===== config.mk =====
export PLATFORM = sky130hd
export DESIGN_NAME = hps_download_master
export DESIGN_NICKNAME = d
export VERILOG_FILES = /design/src/rtl/hps_download_master.sv
export SDC_FILE = /design/constraint.sdc
export NUM_CORES = 1
export LEC_CHECK = 0
export ABC_CLOCK_PERIOD_IN_PS = 2700
export BUFFER_PORTS_ARGS = -buffer_cell sky130_fd_sc_hd__buf_2
export CAP_MARGIN = 5
export CORE_ASPECT_RATIO = 0.6
export CORE_MARGIN = 2
export CORE_UTILIZATION = 56
export CTS_BUF_LIST = sky130_fd_sc_hd__clkbuf_16
export CTS_CLUSTER_DIAMETER = 40
export DETAILED_ROUTE_END_ITERATION = 6
export GPL_TIMING_DRIVEN = 0
export PLACE_DENSITY = 0.77
export SLEW_MARGIN = 20
export SYNTH_ARGS = -nofsm -noshare
export SYNTH_HDL_FRONTEND = slang
export SYNTH_SLANG_ARGS = --single-unit

===== constraint.sdc =====
create_clock -name clk_sys -period 2.7 [get_ports clk_sys]
set_input_delay 0.54 -clock clk_sys [delete_from_list [all_inputs] [get_ports clk_sys]]
set_output_delay 0.54 -clock clk_sys [all_outputs]
set_load 0.01 [all_outputs]

===== src/rtl/hps_download_master.sv =====
// Stand-in for the ARM side of the HPS I/O bus. A start pulse makes it replay a
// complete MiSTer file download (FILE_INDEX, TX start, data, TX end) as
// io_enable/io_strobe/io_din traffic. Data bytes come from an external byte
// source through a src_req/src_valid handshake. io_wait from hps_io holds off
// strobes.
//
// Ports
//   clk_sys, rst_n      clock, asynchronous active-low reset
//   start               1-cycle download request (ignored while busy)
//   index, length       menu index / byte count, captured on accepted start
//   busy, done          in-progress flag, 1-cycle completion pulse
//   src_req, src_addr   byte fetch request and address (0..length-1)
//   src_data, src_valid fetched byte and its 1-cycle valid
//   io_enable           command frame select
//   io_strobe, io_din   word strobe and word
//   io_wide             constant, 1 when 16-bit data words are used
//   io_wait             hps_io back-pressure
module hps_download_master #(
    parameter int unsigned WIDE  = 0,
    parameter int unsigned GAP   = 4,
    parameter int unsigned LEN_W = 27
) (
    input  logic             clk_sys,
    input  logic             rst_n,
    input  logic             start,
    input  logic [7:0]       index,
    input  logic [LEN_W-1:0] length,
    output logic             busy,
    output logic             done,
    output logic             src_req,
    output logic [LEN_W-1:0] src_addr,
    input  logic [7:0]       src_data,
    input  logic             src_valid,
    output logic             io_enable,
    output logic             io_strobe,
    output logic [15:0]      io_din,
    output logic             io_wide,
    input  logic             io_wait
);

    localparam int unsigned GAP_W = (GAP > 1) ? $clog2(GAP) : 1;

    localparam logic [15:0] CMD_FILE_INDEX = 16'h0054;
    localparam logic [15:0] CMD_FILE_TX    = 16'h0053;
    localparam logic [15:0] CMD_FILE_DATA  = 16'h0055;

    // Frame numbers: 0 index, 1 TX start, 2 data, 3 TX end
    localparam logic [1:0] FR_INDEX = 2'd0;
    localparam logic [1:0] FR_TX_ON = 2'd1;
    localparam logic [1:0] FR_DATA  = 2'd2;
    localparam logic [1:0] FR_TX_OFF = 2'd3;

    typedef enum logic [3:0] {
        S_IDLE,
        S_EN,
        S_CMD,
        S_LOW,
        S_ARG,
        S_FETCH,
        S_CLOSE,
        S_GAP,
        S_DONE
    } state_t;

    state_t             state;
    logic [1:0]         frame;
    logic [7:0]         index_q;
    logic [LEN_W-1:0]   len_q;
    logic [LEN_W-1:0]   ptr;
    logic [7:0]         lo_q;
    logic [7:0]         hi_q;
    logic               byte_sel;
    logic [GAP_W-1:0]   gap_cnt;

    logic [15:0]        cmd_word;
    logic [15:0]        arg_word;
    logic               more_bytes;

    assign io_wide    = (WIDE != 0);
    assign more_bytes = (ptr != len_q);

    // Command word and argument word of the current frame
    always_comb begin
        cmd_word = CMD_FILE_TX;
        arg_word = 16'h0000;
        case (frame)
            FR_INDEX: begin
                cmd_word = CMD_FILE_INDEX;
                arg_word = {8'h00, index_q};
            end
            FR_TX_ON: begin
                cmd_word = CMD_FILE_TX;
                arg_word = 16'h00FF;
            end
            FR_DATA: begin
                cmd_word = CMD_FILE_DATA;
                arg_word = {hi_q, lo_q};
            end
            default: begin
                cmd_word = CMD_FILE_TX;
                arg_word = 16'h0000;
            end
        endcase
    end

    // Download sequencer; all outputs registered
    always_ff @(posedge clk_sys or negedge rst_n) begin
        if (!rst_n) begin
            state     <= S_IDLE;
            frame     <= FR_INDEX;
            index_q   <= 8'h00;
            len_q     <= '0;
            ptr       <= '0;
            lo_q      <= 8'h00;
            hi_q      <= 8'h00;
            byte_sel  <= 1'b0;
            gap_cnt   <= '0;
            busy      <= 1'b0;
            done      <= 1'b0;
            src_req   <= 1'b0;
            src_addr  <= '0;
            io_enable <= 1'b0;
            io_strobe <= 1'b0;
            io_din    <= 16'h0000;
        end else begin
            io_strobe <= 1'b0;
            src_req   <= 1'b0;
            done      <= 1'b0;
            case (state)
                S_IDLE: begin
                    if (start) begin
                        index_q <= index;
                        len_q   <= length;
                        ptr     <= '0;
                        frame   <= FR_INDEX;
                        busy    <= 1'b1;
                        state   <= S_EN;
                    end
                end
                S_EN: begin
                    io_enable <= 1'b1;
                    state     <= S_CMD;
                end
                S_CMD: begin
                    if (!io_wait) begin
                        io_strobe <= 1'b1;
                        io_din    <= cmd_word;
                        state     <= S_LOW;
                    end
                end
                S_LOW: begin
                    // In the data frame every low cycle starts the next fetch
                    if (frame == FR_DATA) begin
                        src_req  <= 1'b1;
                        src_addr <= ptr;
                        ptr      <= ptr + LEN_W'(1);
                        byte_sel <= 1'b0;
                        state    <= S_FETCH;
                    end else begin
                        state <= S_ARG;
                    end
                end
                S_FETCH: begin
                    if (src_valid) begin
                        if (!byte_sel) begin
                            lo_q <= src_data;
                            hi_q <= 8'h00;
                            // Wide mode pairs bytes; an odd tail stays zero-padded
                            if ((WIDE != 0) && more_bytes) begin
                                src_req  <= 1'b1;
                                src_addr <= ptr;
                                ptr      <= ptr + LEN_W'(1);
                                byte_sel <= 1'b1;
                            end else begin
                                state <= S_ARG;
                            end
                        end else begin
                            hi_q  <= src_data;
                            state <= S_ARG;
                        end
                    end
                end
                S_ARG: begin
                    if (!io_wait) begin
                        io_strobe <= 1'b1;
                        io_din    <= arg_word;
                        state     <= ((frame == FR_DATA) && more_bytes) ? S_LOW : S_CLOSE;
                    end
                end
                S_CLOSE: begin
                    io_enable <= 1'b0;
                    if (frame == FR_TX_OFF) begin
                        state <= S_DONE;
                    end else begin
                        // Empty file: skip the data frame entirely
                        frame   <= ((frame == FR_TX_ON) && (len_q == '0)) ? FR_TX_OFF
                                                                          : frame + 2'd1;
                        gap_cnt <= GAP_W'(GAP - 1);
                        state   <= S_GAP;
                    end
                end
                S_GAP: begin
                    if (gap_cnt == '0) begin
                        state <= S_EN;
                    end else begin
                        gap_cnt <= gap_cnt - GAP_W'(1);
                    end
                end
                S_DONE: begin
                    done  <= 1'b1;
                    busy  <= 1'b0;
                    state <= S_IDLE;
                end
                default: begin
                    state <= S_IDLE;
                end
            endcase
        end
    end

endmodule

==> results.md, run 1 <==
- Worst EP arrival: 2.65 ns
- Post-Route WL: 14500 um
- DRT iter0 DRCs: 436
- RD Place Congestion: 0.913
- FP Rows: 28
- MaxCap Viol Count: 0
- Max Freq: 435 MHz
- Final setup viols: 0
- Largest fanout on the critical path: 10
- CTS clk-pin slew, worst paths: 0.05 ns
- CP Capture Type: register
- First-pass GRT wire length: 23600 um
- EDFF count, synth: 0
- Antenna violations before repair: 0
- Worst Slack Setup Final: 0.402 ns
- Yosys reg bits: 118
- # resized after CTS: 0
- Largest cells by area after synthesis: dfrtp_1 52%, nand2_1 13%, xnor2_1 4.9%
- Cells after Synth: 605
- CP max stage cell: clkbuf_1
- Psw: 2370 uW
- Finished Core Util: 70.8%
- P per Cell Area: 1010 nW/um2
- Post-synth cell types: 52
- Most frequent cells in the layout: 192 x nand2_1, 118 x dfrtp_1, 89 x buf_2
- Syn Std Cell Area: 5680 um2
- Vias in the first global route: 4570
- Switching Share: 33.4%
- CTS HTree Levels: 4
- Critical path's largest stage delay: 0.43 ns
- Post-CTS Setup Bufs: 0
- Top-area cell type share of the netlist area: 52.0%
- CP cell instances: inv_1 > ha_1 > nand4_1 > inv_1 > clkbuf_1 > nand2_1 > nand2_1
- Peak VDD IR: 0.000584 V
- Core area: 9880 um2
- Clock tree root driver cell: clkbuf_16
- Wire per inst: 16.7 um
- Combinational power share: 27.3%
- PortBufs: 87
- FFs w/ async S/R, synth: 100%
- RSZ-0062 raised after global routing: false
- Tot GR Track Use: 28.6%
- Seq pwr share: 37.4%
- Most common cell after layout, fill and taps aside: nand2_1
- Syn avg cell area: 9.39 um2
- Worst-Skew Late Latency: 0.42 ns
- Setup CP Type: reg -> reg
- Hold Vio Cnt, Final: 0
- Leakage: 0.00351 uW
- Diode count: 0
- CTS Buffer Depth: 2
- Worst Path Buf+Inv: 3
- I/O Pins: 97
- Detail Placement HPWL: 10200 um
- CP Data Required Time: 3.05 ns
- CTS buffer count: 17
- Tcrit/Tclk final: 85.1%
- DRC Markers: 0
- Nets: 775
- Top cell type by total area after synthesis: dfrtp_1
- Clock power frac: 35.3%
- Vias post-DR: 4746
- Area Overhead vs Synth: 23.1%
- Via density: 5.47
- Worst slew margin: 46.4%
- Period minus WS final: 2.30 ns
- Status: finished, final reports clean
- Setup TNS: 0 ns
- Initial DRT Pass Iterations: 5
- Vert. Die Dim: 82.0 um
- Setup crit start kind: register
- Die area: 11000 um2
- Post-synthesis sequential area ratio: 52.0%
- Overall power: 7080 uW
- Die Wd: 134 um
- Initial core utilization: 57.5%
- Routed Antenna Nets: 0
- Count of final max-slew check failures: 0
- GRT overflow: 0
- Worst slew pin tran: 0.797 ns
- Most common flop cell mapped by yosys: dfrtp_1
- Hold/Removal Path Class: in -> async
- Family with the most delay on the worst path: buffers and inverters
- Ys Warns: 0
- Pin count of the biggest net entering global routing: 79
- # hold bufs at CTS: 0
- Layout cell share with drive strength beyond 1: 20.6%
- Cell Int Power: 4710 uW
- Dpl ws: 0.393 ns
- CTS tree: yes
- CTS sink count: 118
- Worst hold slack: 0.0248 ns
- Setup Skew: 0.0103 ns
- Fillers: 770
synthesized netlist by cell type (2+ instances only):
library cell / n
buf_4: 9
xnor2_1: 32
nand4_1: 7
o31ai_1: 2
mux2_2: 10
clkbuf_1: 24
xor2_1: 17
nor4_1: 16
buf_2: 3
mux2i_1: 2
nor4_2: 5
nand3b_1: 3
nand2_1: 192
and3_1: 2
a221oi_1: 5
a21oi_1: 9
nor2_1: 27
nor2b_1: 5
nor4b_1: 2
o21bai_1: 2
o21ai_0: 23
and2_1: 4
inv_1: 14
nand2b_1: 2
nor3_1: 14
ha_1: 7
dfrtp_1: 118
a22o_1: 4
a211oi_1: 2
or3_1: 3
buf_6: 3
buf_1: 2
nand3_1: 12
a221o_1: 3
and4_1: 3
power groups by stage:
stage,Clock [uW],Combinational (uW),Sequential [uW]
after floorplan,0,1350,2560
after global placement,0,1830,2610
after detailed placement,0,1900,2640
after CTS,2510,1930,2630
after global routing,2600,2180,2690
final,2500,1940,2650
layer usage:
layer	global-route usage, %	wire length, um	vias up	part of all wire [%]
met5	0	0	-	0
met1	41.7	6970	2276	48
met4	9.16	163	0	1.1
met2	41.2	6090	215	42
li1	-	-	2234	-
met3	8.27	1290	21	8.9
cell families (layout without fill, tap and decap cells):
family,Yosys count,count (layout),share of synthesized area (%)
and+or+nand+nor,303,303,24.4
DFF,118,118,52.0
AOI/OAI and AO/OA,59,59,7.16
buffers and inverters,55,175,4.69
xor gates and xnor gates,50,50,7.84
muxes,12,12,2.33
adders and majority gates,7,7,1.54
other,1,9,0.0660
layout make-up:
| cell class | count | area, um2 | share of cell area [%] |
|---|---|---|---|
| multi-input cells | 440 | 2490 | 35.6 |
| well taps | 135 | 169 | 2.42 |
| clock buffers | 17 | 425 | 6.08 |
| flip-flops and latches | 118 | 2950 | 42.2 |
| inverters | 14 | 52.6 | 0.751 |
| clock inverters | 15 | 218 | 3.11 |
| repair buffers | 88 | 469 | 6.71 |
| plain buffers | 41 | 214 | 3.06 |
worst register-to-register path, delay by kind of cell, from the launching register on:
kind | cells | cell delay [ns]
buffers and inverters | 3 | 0.87
and+or+nand+nor | 3 | 0.66
DFF | 1 | 0.42
adders and majority gates | 1 | 0.28
flip-flops by register name, indices dropped and copies added (netlist names):
signal     count
done           1
frame          2
busy           1
io_enable      1
state          4
io_strobe      1
index_q        8
io_din         8
gap_cnt        2
len_q         27
src_addr      27
lo_q           8
src_req        1
ptr           27
through the flow:
stage          cell area [um2]  instances
3_5_place_dp              6350        836
4_1_cts                   6990        868
3_3_place_gp              6320        835
5_1_grt                   6990        868
6_report                  6990        868
2_1_floorplan             5710        613
path summary, 6_finish.rpt:
kind,slack [ns],cells after the start,to,start
hold / removal,0.02,1,lo_q[5],rst_n
hold reg to reg,0.47,2,src_addr[15],src_addr[15]
setup reg to reg,0.40,7,src_addr[25],frame[0]
setup / recovery,0.40,7,src_addr[25],frame[0]
min in group clk_sys,0.31,3,len_q[17],length[17]
max in group asynchronous,1.97,2,ptr[0],rst_n
Power figures use the tool's default switching activity.
==> run 2: changes to the inputs <==
--- a/config.mk
+++ b/config.mk
@@ -5,17 +5,18 @@
 export SDC_FILE = /design/constraint.sdc
 export NUM_CORES = 1
 export LEC_CHECK = 0
+export ABC_AREA = 1
 export ABC_CLOCK_PERIOD_IN_PS = 2700
-export BUFFER_PORTS_ARGS = -buffer_cell sky130_fd_sc_hd__buf_2
 export CAP_MARGIN = 5
 export CORE_ASPECT_RATIO = 0.6
 export CORE_MARGIN = 2
-export CORE_UTILIZATION = 56
+export CORE_UTILIZATION = 60
 export CTS_BUF_LIST = sky130_fd_sc_hd__clkbuf_16
 export CTS_CLUSTER_DIAMETER = 40
 export DETAILED_ROUTE_END_ITERATION = 6
+export DONT_BUFFER_PORTS = 1
 export GPL_TIMING_DRIVEN = 0
-export PLACE_DENSITY = 0.77
+export PLACE_DENSITY = 0.73
 export SLEW_MARGIN = 20
 export SYNTH_ARGS = -nofsm -noshare
 export SYNTH_HDL_FRONTEND = slang
==> results.md, run 2 <==
- CP Data Required Time: 3.01 ns
- Tot GR Track Use: 30.8%
- Status: finished with violations
- Clock tree root driver cell: clkbuf_16
- Count of final max-slew check failures: 0
- Syn avg cell area: 8.12 um2
- Largest fanout on the critical path: 10
- Vias in the first global route: 4522
- Most common cell after layout, fill and taps aside: nand2_1
- CP Capture Type: register
- Die Wd: 131 um
- Vert. Die Dim: 80.4 um
- DRC Markers: 0
- Final Cell Area: 6590 um2
- Die area: 10600 um2
- Final setup viols: 0
- Fillers: 772
- P per Cell Area: 1050 nW/um2
- # resized after CTS: 0
- First-pass GRT wire length: 24400 um
- Pin count of the biggest net entering global routing: 119
- Nets: 800
- Antenna violations before repair: 0
- Post-synth top cells: 242 x nand2_1, 118 x dfrtp_1, 72 x inv_1
- Setup TNS: 0 ns
- Most common cell in the synthesized netlist: nand2_1
- Wire per inst: 17.5 um
- DRT iter0 DRCs: 557
- Most common flop cell mapped by yosys: dfrtp_1
- Period minus WS final: 2.23 ns
- Worst slew margin: 56.5%
- Worst slew pin tran: 0.652 ns
- Initial core utilization: 62.6%
- Initial DRT Pass Iterations: 5
- Reg2Reg Depth: 8
- Core area: 9320 um2
- Setup Skew: 0.00496 ns
- Largest cells by area after synthesis: dfrtp_1 51%, nand2_1 16%, o21ai_0 5.1%
- CTS buffer count: 17
- Top cell type by total area after synthesis: dfrtp_1
- Post-CTS Setup Bufs: 0
- FFs w/ async S/R, synth: 100%
- Top flop regs: len_q x27, ptr x27, src_addr x27
- RD Place Congestion: 0.891
- Hold/Removal Path Class: in -> async
- Worst reg2reg path endpoint: len_q[25]
- Area Overhead vs Synth: 13.0%
- Top-area cell type share of the netlist area: 50.6%
- Yosys reg bits: 118
- Post-synth cell types: 36
- Placed Area: 6030 um2
- FF-to-FF setup slack: 0.47 ns
- Most frequent cells in the layout: 242 x nand2_1, 118 x dfrtp_1, 73 x inv_1
- Routed Antenna Nets: 0
- Syn Std Cell Area: 5830 um2
- GRT overflow: 0
- Area of the multi-input gates: 2470 um2
- Tcrit/Tclk final: 82.6%
- Cells after Synth: 718
- Cell Count Post-Placement: 856
- Setup crit start kind: register
- Worst EP arrival: 2.54 ns
- Layout cell share with drive strength beyond 1: 8.20%
- Leakage: 0.00323 uW
- RSZ-0062 raised after global routing: false
- CTS HTree Levels: 4
- Worst hold slack: -0.178 ns
- Post-Route WL: 15500 um
- Ys Warns: 0
- CTS clk-pin slew, worst paths: 0.05 ns
- Diode count: 0
- Non-filler instance count after layout: 886
- Hold Vio Cnt, Final: 118
- Detail Placement HPWL: 11400 um
- Max Freq: 448 MHz
- PortBufs: 0
- Peak VDD IR: 0.000646 V
- EDFF count, synth: 0
- MaxCap Viol Count: 0
- CTS sink count: 118
- Vias post-DR: 4920
- Worst r2r src: state[1]
- Via density: 5.55
- Failing checks: hold timing
- CTS tree: yes
- Setup CP Type: reg -> reg
- CTS Buffer Depth: 2
- FP Rows: 27
- I/O Pins: 97
- Overall power: 6940 uW
- Flip-flop and latch area: 2950 um2
- Post-synthesis sequential area ratio: 50.6%
- Worst-Skew Late Latency: 0.41 ns
run 2: final cells by class:
cell class | instances | share of cell area, %
well taps | 130 | 2.47
inverters | 72 | 4.10
clock buffers | 17 | 6.45
multi-input cells | 504 | 37.5
flip-flops and latches | 118 | 44.8
plain buffers | 32 | 2.51
clock inverters | 13 | 2.14
run 2: worst max-delay path by stage:
stage | startpoint | to | slack, ns | depth (start not counted)
after floorplan | state[1] | ptr[17] | 1.08 | 11
after CTS | state[1] | len_q[25] | 0.50 | 8
after global routing | state[1] | len_q[25] | 0.34 | 8
final | state[1] | len_q[25] | 0.47 | 8
after global placement | state[1] | len_q[10] | 0.63 | 7
after detailed placement | state[1] | len_q[6] | 0.57 | 7
run 2: through the flow:
step           hold WS (ns)  utilization, %  setup WS [ns]
2_1_floorplan         0.244               -           1.08
3_3_place_gp          0.247            64.6          0.634
3_5_place_dp          0.246            64.6          0.566
4_1_cts              -0.180            70.7          0.504
5_1_grt              -0.187            70.7          0.341
6_report             -0.178            70.7          0.469
run 2: worst max-delay path: stages, from the launching register on:
cell	delay, ns
dfrtp_1	0.46
nor2_1	0.18
inv_1	0.07
nor2_1	0.18
nand2_2	0.20
inv_1	0.26
clkbuf_1	0.54
nand2_1	0.11
o21ai_0	0.12
run 2: layer usage:
metal / vias up / global-route usage, % / wire length, um
met4: 0 / 7.83 / 83
met1: 2340 / 49.3 / 7810
met3: 9 / 7.95 / 1690
met2: 235 / 40.8 / 5890
met5: - / 0 / 0
li1: 2336 / - / -
run 2: logic make-up after synthesis:
| logic type | after synthesis | share of synthesized area [%] |
|---|---|---|
| compound gates | 99 | 9.76 |
| xor+xnor | 19 | 2.85 |
| fa+ha+maj | 7 | 1.50 |
| buf+inv | 104 | 7.46 |
| flops | 118 | 50.6 |
| mux | 8 | 1.54 |
| other cells | 1 | 0.0643 |
| simple gates | 362 | 26.2 |
run 2: power by group:
group	switching [uW]	internal, uW	total (uW)	leakage, uW
clock	776	1420	2190	0.000282
combinational	1170	746	1920	0.00141
sequential	519	2300	2820	0.00154
total	2470	4470	6940	0.00323
==> run 3: changes to the inputs <==
--- a/config.mk
+++ b/config.mk
@@ -6,17 +6,17 @@
 export NUM_CORES = 1
 export LEC_CHECK = 0
 export ABC_AREA = 1
-export ABC_CLOCK_PERIOD_IN_PS = 2700
+export ABC_CLOCK_PERIOD_IN_PS = 1850
 export CAP_MARGIN = 5
 export CORE_ASPECT_RATIO = 0.6
 export CORE_MARGIN = 2
-export CORE_UTILIZATION = 60
+export CORE_UTILIZATION = 57
 export CTS_BUF_LIST = sky130_fd_sc_hd__clkbuf_16
 export CTS_CLUSTER_DIAMETER = 40
 export DETAILED_ROUTE_END_ITERATION = 6
 export DONT_BUFFER_PORTS = 1
 export GPL_TIMING_DRIVEN = 0
-export PLACE_DENSITY = 0.73
+export PLACE_DENSITY = 0.72
 export SLEW_MARGIN = 20
 export SYNTH_ARGS = -nofsm -noshare
 export SYNTH_HDL_FRONTEND = slang
==> constraint.sdc (replaced) <==
create_clock -name clk_sys -period 1.85 [get_ports clk_sys]
set_input_delay 0.37 -clock clk_sys [delete_from_list [all_inputs] [get_ports clk_sys]]
set_output_delay 0.37 -clock clk_sys [all_outputs]
set_load 0.01 [all_outputs]
==> results.md, run 3 (synthesis gave the netlist of run 2 again) <==
- I/O Pins: 97
- Tot GR Track Use: 29.7%
- Tcrit/Tclk final: 101%
- First-pass GRT wire length: 24300 um
- Pin count of the biggest net entering global routing: 119
- Clock tree root driver cell: clkbuf_16
- Setup crit start kind: register
- Worst Path Buf+Inv: 2
- Peak VDD IR: 0.000864 V
- CTS clk-pin slew, worst paths: 0.05 ns
- Worst slew margin: 65.9%
- RSZ-0062 raised after global routing: true
- CTS Buffer Depth: 2
- Met1 Routed Length: 7480 um
- Routed Antenna Nets: 0
- Critical path's largest stage delay: 0.45 ns
- CTS HTree Levels: 4
- P per Cell Area: 1500 nW/um2
- Worst-Skew Late Latency: 0.41 ns
- Status: finished with violations
- Non-filler instance count after layout: 901
- Die area: 11100 um2
- Setup Skew: 0.0106 ns
- Initial DRT Pass Iterations: 5
- CP Data Required Time: 2.13 ns
- CP max stage cell: o31ai_1
- GRT overflow: 0
- DRC Markers: 0
- Largest fanout on the critical path: 10
- Core area: 9910 um2
- Initial core utilization: 58.8%
- Most common cell after layout, fill and taps aside: nand2_1
- Top flop regs: len_q x27, ptr x27, src_addr x27
- CTS sink count: 118
- Die Wd: 135 um
- Layout cell share with drive strength beyond 1: 14.8%
- Worst Slack Setup Final: -0.00944 ns
- Nets: 809
- Overall power: 10100 uW
- Most frequent CP cell: nand2_1
- Family with the most delay on the worst path: compound AO/OA/AOI/OAI gates
- CTS tree: yes
- Via density: 5.66
- Setup CP Type: reg -> reg
- Vert. Die Dim: 82.4 um
- DRT iter0 DRCs: 589
- Worst hold slack: -0.340 ns
- Fillers: 807
- Most frequent cells in the layout: 240 x nand2_1, 109 x dfrtp_1, 68 x inv_1
- Hold Vio Cnt, Final: 118
- CTS buffer count: 17
- Cell Count Post-Placement: 861
- RD Place Congestion: 0.897
- Wire per inst: 17.6 um
- Vias post-DR: 5103
- Vias in the first global route: 4592
- Failing checks: hold timing, setup timing
- WL met3: 1900 um
- Wire length on met2: 6290 um
- Worst slew pin tran: 0.508 ns
- Hold/Removal Path Class: in -> async
- Post-Route WL: 15900 um
- Leakage: 0.00330 uW
- Max Freq: 538 MHz
- PortBufs: 0
- CP Capture Type: register
- Area Overhead vs Synth: 15.7%
- CP cell instances: inv_2 > nand2_4 > o31ai_1 > nand2_1 > clkbuf_2 > nand2_1 > o21ai_0
- Max layer used: met4
- Final setup viols: 2
- FP Rows: 28
- Worst EP arrival: 2.14 ns
- Diode count: 0
- MaxCap Viol Count: 0
- Detail Placement HPWL: 11200 um
- Count of final max-slew check failures: 0
- Period minus WS final: 1.86 ns
- Antenna violations before repair: 0
-- run 3: changes by cell type in the layout (fill, tap and decap cells not counted), moves of 6 or more --
cell / delta
clkbuf_2: +7
clkbuf_1: -11
nor2_1: -6
dfrtp_2: +9
dfrtp_1: -9
buf_4: +14
-- run 3: layout make-up --
type	instances	area [um2]	share of cell area, %
flip-flops and latches	118	2960	43.9
inverters	72	274	4.06
multi-input cells	504	2560	37.9
repair buffers	13	97.6	1.45
clock inverters	14	96.3	1.43
clock buffers	17	425	6.30
well taps	135	169	2.50
plain buffers	28	165	2.45
-- run 3: timing repair --
| item | CTS | global route |
|---|---|---|
| endpoints found under the hold margin | 118 | 118 |
| pin swaps | 5 | 8 |
| gates resized for setup | 19 | 34 |
| buffers inserted | 6 | 7 |
| endpoints found under the setup margin | 78 | 90 |
-- run 3: worst paths after layout --
path / start / end / slack (ns) / depth (start not counted)
min in group clk_sys: index[3] / index_q[3] / 0.07 / 2
worst max-delay path: state[2] / io_din[0] / -0.009 / 7
max in group asynchronous: rst_n / state[1] / 1.90 / 0
worst min register to register: index_q[0] / index_q[0] / 0.48 / 2
worst max register to register: state[2] / io_din[0] / -0.009 / 7
worst min-delay path: rst_n / len_q[1] / -0.34 / 0
-- run 3: through the flow --
| step | util [%] | setup WS, ns | cell area (um2) | TNS [ns] |
|---|---|---|---|---|
| finish | 68.1 | -0.00944 | 6750 | -0.0187 |
| global route | 68.1 | -0.0990 | 6750 | -0.768 |
| CTS | 67.0 | -0.00220 | 6650 | -0.00220 |
| detailed placement | 60.8 | -0.242 | 6030 | -7.00 |
| global placement | 60.8 | -0.155 | 6030 | -3.61 |
| floorplan | - | 0.231 | 5860 | 0 |
-- run 3: where the power goes --
group,switching [uW],internal [uW],leakage [uW]
Combinational,1840,1260,0.00151
Clock,1120,1790,0.000259
Sequential,761,3370,0.00153
-- run 3: layer usage --
metal / up-vias / track usage [%]
li1: 2363 / -
met3: 26 / 10.3
met5: - / 0
met4: 0 / 8.32
met1: 2412 / 45.5
met2: 302 / 39.2
